`src/rtl/arb_out_buffer_if.sv`:
```
// Handshake and word bus between the arbiter / SRAM FIFO side and the
// elastic output buffer. The buffer takes the slave view; whoever drives
// the arbiter words and the pop strobe takes the master view.
interface arb_out_buffer_if;
    logic        WRITE_IN;
    logic [31:0] DATA_IN;
    logic        READY_OUT;
    logic        FIFO_READ;
    logic        FIFO_EMPTY;
    logic [31:0] FIFO_DATA;

    modport master (
        output WRITE_IN,
        output DATA_IN,
        output FIFO_READ,
        input  READY_OUT,
        input  FIFO_EMPTY,
        input  FIFO_DATA
    );

    modport slave (
        input  WRITE_IN,
        input  DATA_IN,
        input  FIFO_READ,
        output READY_OUT,
        output FIFO_EMPTY,
        output FIFO_DATA
    );
endinterface

```
`src/rtl/arb_out_buffer.sv`:
```
// Elastic word buffer between the round-robin arbiter and the SRAM FIFO.
// Circular RAM with extra-bit pointers, registered show-ahead head word,
// periodic sequence-numbered marker insertion and traffic statistics.
module arb_out_buffer #(
    parameter int unsigned DEPTH_LOG2 = 4,
    parameter logic [3:0]  MARKER_ID  = 4'hF
) (
    input  logic                BUS_CLK,
    input  logic                BUS_RST,
    arb_out_buffer_if.slave     bus,
    input  logic                MARKER_EN,
    input  logic [15:0]         MARKER_PERIOD,
    output logic [31:0]         WORD_CNT,
    output logic [15:0]         LOST_CNT,
    output logic [DEPTH_LOG2:0] MAX_LEVEL
);

    localparam int unsigned DEPTH = 1 << DEPTH_LOG2;
    localparam logic [DEPTH_LOG2:0] FULL_LEVEL = {1'b1, {DEPTH_LOG2{1'b0}}};
    localparam logic [DEPTH_LOG2:0] PTR_ONE    = {{DEPTH_LOG2{1'b0}}, 1'b1};
    localparam logic [DEPTH_LOG2:0] PTR_ZERO   = {(DEPTH_LOG2 + 1){1'b0}};

    typedef enum logic [0:0] {
        S_RUN = 1'b0,
        S_INS = 1'b1
    } state_t;

    // Marker word layout: ID nibble, zero pad, 16-bit sequence number.
    function automatic logic [31:0] marker_word(input logic [15:0] seq_val);
        marker_word = {MARKER_ID, 12'h000, seq_val};
    endfunction

    // Storage and registered state
    logic [31:0]         mem_r [DEPTH];
    logic [DEPTH_LOG2:0] wr_ptr_r;
    logic [DEPTH_LOG2:0] rd_ptr_r;
    logic                empty_r;
    logic [31:0]         data_r;
    logic                ready_r;
    state_t              state_r;
    logic [15:0]         cnt_r;
    logic [15:0]         seq_r;
    logic [31:0]         word_cnt_r;
    logic [15:0]         lost_cnt_r;
    logic [DEPTH_LOG2:0] max_level_r;

    // Combinational datapath terms
    logic [DEPTH_LOG2:0] level_s;
    logic                not_full_s;
    logic                ready_s;
    logic                marker_act_s;
    logic                period_hit_s;
    logic                data_wr_s;
    logic                drop_s;
    logic                mark_wr_s;
    logic                any_wr_s;
    logic                pop_s;
    logic [31:0]         wr_data_s;
    logic [DEPTH_LOG2:0] wr_ptr_nxt_s;
    logic [DEPTH_LOG2:0] rd_ptr_nxt_s;
    logic [DEPTH_LOG2:0] level_nxt_s;
    logic [31:0]         head_s;

    // Write/pop qualification, next pointers and the next show-ahead head word.
    always_comb begin
        level_s      = wr_ptr_r - rd_ptr_r;
        not_full_s   = (level_s != FULL_LEVEL);
        // ready_r already encodes "not full and not inserting"; reset gates it.
        ready_s      = ~BUS_RST & ready_r;
        marker_act_s = MARKER_EN & (MARKER_PERIOD != 16'd0);
        period_hit_s = (cnt_r == (MARKER_PERIOD - 16'd1));
        data_wr_s    = bus.WRITE_IN & ready_s;
        drop_s       = bus.WRITE_IN & ~ready_s;
        // Data writes are impossible in S_INS, so the two write sources never collide.
        mark_wr_s    = (state_r == S_INS) & marker_act_s & not_full_s;
        any_wr_s     = data_wr_s | mark_wr_s;
        // A word written into an empty buffer is not poppable until it is registered.
        pop_s        = bus.FIFO_READ & ~empty_r;
        wr_data_s    = mark_wr_s ? marker_word(seq_r) : bus.DATA_IN;
        wr_ptr_nxt_s = any_wr_s ? (wr_ptr_r + PTR_ONE) : wr_ptr_r;
        rd_ptr_nxt_s = pop_s ? (rd_ptr_r + PTR_ONE) : rd_ptr_r;
        level_nxt_s  = wr_ptr_nxt_s - rd_ptr_nxt_s;
        // Bypass the RAM when the word being written becomes the new head.
        if (any_wr_s && (wr_ptr_r == rd_ptr_nxt_s)) begin
            head_s = wr_data_s;
        end else begin
            head_s = mem_r[rd_ptr_nxt_s[DEPTH_LOG2-1:0]];
        end
    end

    // Buffer RAM write port; contents are don't-care until written.
    always_ff @(posedge BUS_CLK) begin
        if (any_wr_s && !BUS_RST) begin
            mem_r[wr_ptr_r[DEPTH_LOG2-1:0]] <= wr_data_s;
        end
    end

    // Pointers, registered show-ahead head/empty flag and statistics counters.
    always_ff @(posedge BUS_CLK) begin
        if (BUS_RST) begin
            wr_ptr_r    <= PTR_ZERO;
            rd_ptr_r    <= PTR_ZERO;
            empty_r     <= 1'b1;
            data_r      <= 32'h0000_0000;
            word_cnt_r  <= 32'd0;
            lost_cnt_r  <= 16'd0;
            max_level_r <= PTR_ZERO;
        end else begin
            wr_ptr_r <= wr_ptr_nxt_s;
            rd_ptr_r <= rd_ptr_nxt_s;
            empty_r  <= (level_nxt_s == PTR_ZERO);
            data_r   <= (level_nxt_s == PTR_ZERO) ? 32'h0000_0000 : head_s;
            if (data_wr_s) begin
                word_cnt_r <= word_cnt_r + 32'd1;
            end
            if (drop_s && (lost_cnt_r != 16'hFFFF)) begin
                lost_cnt_r <= lost_cnt_r + 16'd1;
            end
            if (level_s > max_level_r) begin
                max_level_r <= level_s;
            end
        end
    end

    // Marker FSM: period counter, pending-marker state, sequence number and ready flag.
    always_ff @(posedge BUS_CLK) begin
        if (BUS_RST) begin
            state_r <= S_RUN;
            cnt_r   <= 16'd0;
            seq_r   <= 16'd0;
            ready_r <= 1'b1;
        end else if (!marker_act_s) begin
            // Disabled: clear the cadence and drop any pending marker, keep seq.
            state_r <= S_RUN;
            cnt_r   <= 16'd0;
            ready_r <= (level_nxt_s != FULL_LEVEL);
        end else begin
            cnt_r <= period_hit_s ? 16'd0 : (cnt_r + 16'd1);
            case (state_r)
                S_RUN: begin
                    if (period_hit_s) begin
                        state_r <= S_INS;
                        ready_r <= 1'b0;
                    end else begin
                        state_r <= S_RUN;
                        ready_r <= (level_nxt_s != FULL_LEVEL);
                    end
                end
                S_INS: begin
                    // Expiries seen here are discarded: only one marker may pend.
                    if (not_full_s) begin
                        state_r <= S_RUN;
                        seq_r   <= seq_r + 16'd1;
                        ready_r <= (level_nxt_s != FULL_LEVEL);
                    end else begin
                        state_r <= S_INS;
                        ready_r <= 1'b0;
                    end
                end
                default: begin
                    state_r <= S_RUN;
                    ready_r <= 1'b0;
                end
            endcase
        end
    end

    assign bus.READY_OUT  = ready_s;
    assign bus.FIFO_EMPTY = empty_r;
    assign bus.FIFO_DATA  = data_r;
    assign WORD_CNT       = word_cnt_r;
    assign LOST_CNT       = lost_cnt_r;
    assign MAX_LEVEL      = max_level_r;

endmodule
```
`src/flat_wrapper.sv`:
```
// flat-port wrapper written by rule: the top's interface ports become plain ports
module arb_out_buffer_flat 
#(
    parameter int unsigned DEPTH_LOG2 = 4,
    parameter logic [3:0]  MARKER_ID  = 4'hF
)
  (BUS_CLK, BUS_RST, MARKER_EN, MARKER_PERIOD, WORD_CNT, LOST_CNT, MAX_LEVEL, bus_WRITE_IN, bus_DATA_IN, bus_FIFO_READ, bus_READY_OUT, bus_FIFO_EMPTY, bus_FIFO_DATA);
  arb_out_buffer_if bus_i ();
  input  logic BUS_CLK;
  input  logic BUS_RST;
  input  logic MARKER_EN;
  input  logic [15:0] MARKER_PERIOD;
  output logic [31:0] WORD_CNT;
  output logic [15:0] LOST_CNT;
  output logic [DEPTH_LOG2:0] MAX_LEVEL;
  input wire logic [$bits(bus_i.WRITE_IN)-1:0] bus_WRITE_IN;
  input wire logic [$bits(bus_i.DATA_IN)-1:0] bus_DATA_IN;
  input wire logic [$bits(bus_i.FIFO_READ)-1:0] bus_FIFO_READ;
  output wire logic [$bits(bus_i.READY_OUT)-1:0] bus_READY_OUT;
  output wire logic [$bits(bus_i.FIFO_EMPTY)-1:0] bus_FIFO_EMPTY;
  output wire logic [$bits(bus_i.FIFO_DATA)-1:0] bus_FIFO_DATA;
  assign bus_i.WRITE_IN = bus_WRITE_IN;
  assign bus_i.DATA_IN = bus_DATA_IN;
  assign bus_i.FIFO_READ = bus_FIFO_READ;
  assign bus_READY_OUT = bus_i.READY_OUT;
  assign bus_FIFO_EMPTY = bus_i.FIFO_EMPTY;
  assign bus_FIFO_DATA = bus_i.FIFO_DATA;
  arb_out_buffer #(.DEPTH_LOG2(DEPTH_LOG2), .MARKER_ID(MARKER_ID)) u_core (.BUS_CLK(BUS_CLK), .BUS_RST(BUS_RST), .bus(bus_i), .MARKER_EN(MARKER_EN), .MARKER_PERIOD(MARKER_PERIOD), .WORD_CNT(WORD_CNT), .LOST_CNT(LOST_CNT), .MAX_LEVEL(MAX_LEVEL));
endmodule
```
`config.mk`:
```
export PLATFORM = sky130hd
export DESIGN_NAME = arb_out_buffer_flat
export DESIGN_NICKNAME = d
export VERILOG_FILES = /design/src/rtl/arb_out_buffer_if.sv /design/src/rtl/arb_out_buffer.sv /design/src/flat_wrapper.sv
export SDC_FILE = /design/constraint.sdc
export NUM_CORES = 1
export LEC_CHECK = 0
export BUFFER_PORTS_ARGS = -buffer_cell sky130_fd_sc_hd__buf_2
export CELL_PAD_IN_SITES_DETAIL_PLACEMENT = 2
export CELL_PAD_IN_SITES_GLOBAL_PLACEMENT = 2
export CORE_MARGIN = 2
export CORE_UTILIZATION = 47
export CTS_BUF_LIST = sky130_fd_sc_hd__clkbuf_4 sky130_fd_sc_hd__clkbuf_8
export CTS_CLUSTER_DIAMETER = 60
export DETAILED_ROUTE_END_ITERATION = 6
export PLACE_DENSITY_LB_ADDON = 0.3
export SYNTH_ARGS = -nofsm -noshare
export SYNTH_HDL_FRONTEND = slang
export SYNTH_SLANG_ARGS = --single-unit
```
`constraint.sdc`:
```
create_clock -name BUS_CLK -period 7.61 [get_ports BUS_CLK]
set_clock_uncertainty 0.2 [all_clocks]
set_input_delay 1.1415 -clock BUS_CLK [delete_from_list [all_inputs] [get_ports BUS_CLK]]
set_output_delay 1.1415 -clock BUS_CLK [all_outputs]
set_load 0.1 [all_outputs]
```
# Yosys cells after proc, flatten, opt, wreduce, memory -nomap -nowiden
# Memory sizes are Yosys's and may differ from the RTL's.
# Index checks and enable logic that the tools add are counted.
word_totals:
  ff_bits: 130
  ram_bits: 512
  input_bits: 53
  n_memories: 1
mem_list:
  columns: ["memory", "words", "width", "read_ports", "rd_clocked_by_memory_dff", "write_ports", "line_no", "rtl"]
  rows:
  - ["u_core.mem_r", 16, 32, 1, 0, 1, "arb_out_buffer.sv:34", "logic [31:0] mem_r [DEPTH];"]
classes:
  addsub: 9
  magnitude_cmp: 1
  n_eq_ne: 5
  n_mux: 13
  bitwise_logic: 13
  reduce_logical: 10
ops:
  columns: ["operator", "count"]
  rows:
  - ["2-to-1 mux 32 bit", 2]
  - ["adder 16 x 1 -> 16 bit (second input constant)", 3]
  - ["adder 32 x 1 -> 32 bit (second input constant)", 1]
  - ["== test 16 bit", 1]
  - ["inequality test 16 bit (second input constant)", 1]
  - ["nonzero test 16 bit", 1]
  - ["subtractor 16 x 1 -> 16 bit (second input constant)", 1]
  - ["adder 5 x 1 -> 5 bit (second input constant)", 2]
  - ["2-to-1 mux 5 bit", 2]
  - ["inequality test 5 bit (second input constant)", 2]
  - ["subtractor 5 bit", 2]
  - ["AND 1 bit", 7]
  - ["2-to-1 mux 1 bit", 7]
  - ["== test 5 bit", 1]
  - ["> comparator 5 bit", 1]
  - ["logical NOT 5 bit", 1]
  - ["inverter 1 bit", 5]
  - ["one-hot mux 1 bit (2 select lines)", 2]
  - ["OR reduction 2 bit", 2]
  - ["logical AND 1 bit", 3]
  - ["AND reduction 3 bit", 1]
  - ["OR reduction 3 bit", 1]
  - ["logical NOT 1 bit", 1]
  - ["OR 1 bit", 1]

# Depth between registers and ports, before layout
depth:
  word_depth: 11
  ltp_mapped: 19

# Worst setup path before layout
# No wires, ideal clock.
synth_timing:
  path_type: "input port to flip-flop"
  start: "input MARKER_PERIOD[0]"
  end: "memory u_core.mem_r[12][0] (enable)"
  setup_ps: 501
  arrival_ps: 5569
  required_ps: 6909
  setup_slack_ps: 1339
  cell_stages: 10
  path_buffers: 2
  path_cell_list: "inv_1 > ha_1 > buf_2 > nor4b_1 > and4_1 > nor3_2 > o31a_1 > buf_6 > nor2_2 > nor4_1"
synth_via:
  elab_chain_len: 8
synth_rtl:
  columns: ["element", "line_no", "rtl"]
  rows:
  - ["start, declared", "flat_wrapper.sv:12", "input logic [15:0] MARKER_PERIOD;"]
  - ["nonzero test 16 bit", "arb_out_buffer.sv:70", "marker_act_s = MARKER_EN & (MARKER_PERIOD != 16'd0);"]
  - ["AND 1 bit", "arb_out_buffer.sv:70", null]
  - ["AND 1 bit (2 in a row)", "arb_out_buffer.sv:75", "mark_wr_s = (state_r == S_INS) & marker_act_s & not_full_s;"]
  - ["OR 1 bit", "arb_out_buffer.sv:76", "any_wr_s = data_wr_s | mark_wr_s;"]
  - ["logical AND 1 bit", "arb_out_buffer.sv:93", "if (any_wr_s && !BUS_RST) begin"]
  - ["2-to-1 mux 1 bit", "arb_out_buffer.sv:93", null]
  - ["2-to-1 mux 1 bit (not written as such)", "arb_out_buffer.sv:94", "mem_r[wr_ptr_r[DEPTH_LOG2-1:0]] <= wr_data_s;"]
  - ["end, declared", "arb_out_buffer.sv:34", null]
# No other way between the ends.

# Worst setup path in the final report
layout_timing:
  start: "register u_core.wr_ptr_r[0]"
  end: "register u_core.data_r[30] (netlist: u_core.bus.FIFO_DATA[30])"
layout_via:
  elab_chain_len: 8
  elab_cells_between_ends: 13
layout_rtl:
  columns: ["element", "line_no", "rtl"]
  rows:
  - ["start, declared", "arb_out_buffer.sv:35", "logic [DEPTH_LOG2:0] wr_ptr_r;"]
  - ["start signal, assigned", "arb_out_buffer.sv:109", "wr_ptr_r <= wr_ptr_nxt_s;"]
  - ["subtractor 5 bit", "arb_out_buffer.sv:66", "level_s = wr_ptr_r - rd_ptr_r;"]
  - ["inequality test 5 bit", "arb_out_buffer.sv:67", "not_full_s = (level_s != FULL_LEVEL);"]
  - ["AND 1 bit", "arb_out_buffer.sv:75", null]
  - ["OR 1 bit", "arb_out_buffer.sv:76", null]
  - ["2-to-1 mux 5 bit *", "arb_out_buffer.sv:80", "wr_ptr_nxt_s = any_wr_s ? (wr_ptr_r + PTR_ONE) : wr_ptr_r;"]
  - ["named net u_core.wr_ptr_nxt_s[2]", "arb_out_buffer.sv:59", "logic [DEPTH_LOG2:0] wr_ptr_nxt_s;"]
  - ["subtractor 5 bit *", "arb_out_buffer.sv:82", "level_nxt_s = wr_ptr_nxt_s - rd_ptr_nxt_s;"]
  - ["logical NOT 5 bit *", "arb_out_buffer.sv:112", "data_r <= (level_nxt_s == PTR_ZERO) ? 32'h0000_0000 : head_s;"]
  - ["OR reduction 2 bit (no line) *", null, null]
  - ["end signal, assigned", "arb_out_buffer.sv:112", null]
  - ["end, declared", "arb_out_buffer.sv:38", "logic [31:0] data_r;"]
# Mark *: on every way through the listed nets, which the timed path passes. The rest lies on a longest branch.
# A chain may end at the register's enable or synchronous reset.

==> results.md <==
* Sink Count at 642
* H-Tree Depth at 3
* Total global routing overflow at 0
* Reg power frac at 40.0%
* Initial Utilization at 47.3%
* Post-Syn Instances at 1718
* CP required at 7.94 ns
* Worst setup margin at 1.27 ns
* Ys async rst share at 0%
* Part of the cycle the worst path needs at 83.3%
* Clock latency on the worst-skew pair at 0.73 ns
* Leak pwr at 12.0 nW
* Global-route wire length before repair at 123 mm
* Area Overhead vs Synth at 13.4%
* Worst hold path type: reg -> reg
* Post-route DRC at 0
* Final Core Density at 53.6%
* Post-synth top area cell: edfxtp_1
* Number of placement rows at 88
* Max incr delay on CP at 0.88 ns
* Fmax at 158 MHz
* Die X at 244 um
* Pre-CTS setup slack at 1.09 ns
* Share of cells above drive strength 1 at 24.9%
* Design Area, Final at 0.0308 mm2
* Clk pwr share at 31.7%
* Core Box Area at 0.0575 mm2
* Yosys warning count at 0
* TritonCTS clock tree: yes
* Worst-path clk slew at 0.06 ns
* Number of global-route vias before repair at 18.4k
* Cell family with most CP delay: buffers and inverters
* Status: finished clean
* Avg Vias per Cell at 5.84
* Final hold vios at 0
* Die H at 244 um
* Switching pwr at 0.00338 W
* RSZ-0062 raised after global routing: no
* PortBufs at 139
* TritonRoute pass-1 iters at 5
* PwrDens at 322 mW/mm2
* Net Count, Synth at 1795
* #FFs+latches synth at 642
* Switching part of the total at 34.1%
* Setup Crit Path Kind: reg -> reg
* Final ANT Viol Nets at 0
* Sequential share of the synthesized area at 66.2%
* N_diodes at 0
* Worst Path Max Fanout at 47
* TritonCTS Buffers at 105
* Slowest cell on crit path: mux2_2
* Measured slew at the worst slew-check pin at 1.34 ns
* Die footprint at 0.0598 mm2
* Max_slew headroom at 10.8%
* Arrival time at the worst endpoint at 6.68 ns
* Largest cells by area after synthesis: edfxtp_1 57%, mux2i_1 12%, dfxtp_1 9.6%
* Syn Std Cell Area at 0.0272 mm2
* Crit end category: flip-flop
* Dpl hpwl at 44.8 mm
* Synth top area share at 56.6%
* Setup tns final at 0 ns
* Fill cells at 5228
* CP Cell Sequence: inv_1 > ha_1 > fa_1 > nand2b_1 > a21oi_1 > xor2_1 > o31a_2 > buf_4 > o21ai_1 > xnor2_1 > ha_1 > nor4b_1 > o21ai_0 > a21oi_1 > a21boi_0 > mux2_2 > buf_4 > nor3_2
* Initial antenna violation count at 4
* Max Cap Viol at 0
* Internal cell power at 0.00653 W
* DP Area at 0.0287 mm2
* Buf/Inv on CP at 3
* Max VDD drop at 0.358 mV
* Main flop type after synthesis: edfxtp_1
* Largest net degree at the start of global routing at 143
* Via count at 16.2k
* Clock Tree Buf Depth at 3
* Combinational Power Share at 28.4%
* Iter 0 DRT Violations at 1106
* Post-CTS Resized at 0
* Period minus WS final at 6.34 ns
* GRT Util Overall at 28.4%
* EDFF count, synth at 512
* I/O pin total at 140
* Cell variety after synth at 65
* Post-CTS setup buffer count at 0
* Average cell area after synthesis at 15.8 um2
* Root buf cell: clkbuf_8
* Final Wtd Congestion at 0.772
* Nets at 1991
* CTS Hold Bufs at 0
* Routed Wire Length at 84.0 mm
* Drt wl/cell at 30.4 um
* Slew Limit Fails at 0
* Crit start category: flip-flop
* Endpoints failing setup at 0
[synth_stat cells, types with 6 or more instances]
master,n
edfxtp_1,512
mux2i_1,326
dfxtp_1,130
nor2_1,114
mux4_2,64
xor2_1,54
xnor2_1,46
nand2_1,44
inv_1,35
nor3_2,31
buf_4,29
nand4_1,29
clkbuf_1,26
ha_1,23
nor3_1,23
nand3_1,21
nor2b_1,19
buf_2,18
mux2_2,17
and2_1,16
a21oi_1,13
o21ai_0,13
and3_1,12
nor4_1,10
or3_1,10
and4_1,8
nand2b_1,6
[registers in the layout, indices dropped and copies added, names as in the netlist, 5 cells and up]
signal,flops
u_core.seq_r,16
u_core.WORD_CNT,32
u_core.MAX_LEVEL,5
u_core.rd_ptr_r,5
u_core.bus.FIFO_DATA,32
u_core.cnt_r,16
u_core.LOST_CNT,16
u_core.wr_ptr_r,5
u_core.mem_r,512
[kinds of logic (layout without fill, tap and decap cells)]
group                      after synthesis  count (layout)  share of synthesized area [%]
AOI/OAI and AO/OA                       61              61                           1.63
xor gates and xnor gates               102             102                           3.43
adders and majority gates               24              24                           1.13
buffers and inverters                  118             401                           2.27
DFF                                    642             642                           66.2
muxes                                  407             407                           18.0
and+or+nand+nor                        364             364                           7.37
[stage by stage]
| stage | hold WS, ns | power [W] | instances |
|---|---|---|---|
| finish | 0.302 | 0.00991 | 2766 |
| global route | 0.341 | 0.0102 | 2766 |
| CTS | 0.314 | 0.00998 | 2765 |
| detailed placement | 0.299 | 0.00680 | 2571 |
| global placement | 0.280 | 0.00668 | 2571 |
| floorplan | 0.248 | 0.00627 | 1718 |
[routing by layer]
metal / GRT usage [%] / routed length [um] / up-vias / share of wire, %
li1: - / - / 6935 / -
met1: 34.6 / 33500 / 8453 / 40
met2: 50.2 / 43500 / 553 / 52
met3: 4.80 / 4200 / 204 / 5.0
met4: 11.3 / 2810 / 6 / 3.3
met5: 0 / 41 / - / 0.049
[power by group through the flow]
stage                     logic (W)  registers [W]  clock network (W)
after floorplan             0.00162        0.00465                  0
after global placement      0.00265        0.00403                  0
after detailed placement    0.00277        0.00403                  0
after CTS                   0.00283        0.00396            0.00319
after global routing        0.00296        0.00397            0.00332
final                       0.00281        0.00396            0.00314
[layout make-up]
cell class                 count  area, um2  share of cell area [%]
inverter                      35        131                   0.426
clock inverter                29        176                   0.572
clock buffer                 165       1960                    6.35
multi-input combinational    958       8670                    28.1
sequential                   642      18000                    58.3
timing repair buffer         172        958                    3.11
tap                          765        957                    3.11
[worst paths after layout]
kind / startpoint / to / slack [ns] / cells after the start
setup / recovery: u_core.wr_ptr_r[0]$_SDFF_PP0_ / u_core.bus.FIFO_DATA[30]$_SDFF_PP0_ / 1.27 / 18
setup reg to reg: u_core.wr_ptr_r[0]$_SDFF_PP0_ / u_core.bus.FIFO_DATA[30]$_SDFF_PP0_ / 1.27 / 18
hold reg to reg: u_core.cnt_r[0]$_SDFF_PP0_ / u_core.cnt_r[0]$_SDFF_PP0_ / 0.30 / 1
hold / removal: u_core.cnt_r[0]$_SDFF_PP0_ / u_core.cnt_r[0]$_SDFF_PP0_ / 0.30 / 1
[cell usage in the layout (no fill, tap or decap), types with 4 or more instances in the layout]
cell      instances
a211oi_1          5
xor2_1           54
nor2b_1          19
buf_2           138
nor3_1           23
and3_1           12
nand4_1          29
mux2_2           17
o21a_1            5
nor4_2            6
and4_1            8
nand2b_1          6
buf_4            33
and2_2            8
nand2_1          44
a21oi_1          12
o21ai_0          12
nand3_1          21
nor2_1          110
clkbuf_4         50
or3_1            10
clkbuf_8        115
clkinv_1         13
mux4_2           64
nor3_2           31
ha_1             23
edfxtp_1        512
xnor2_1          45
or2_2             5
nor4_1            6
nor2_4            4
clkinv_2          8
inv_1            35
and2_1            8
mux2i_1         326
dfxtp_1         130
(Power assumes the default switching activity.)
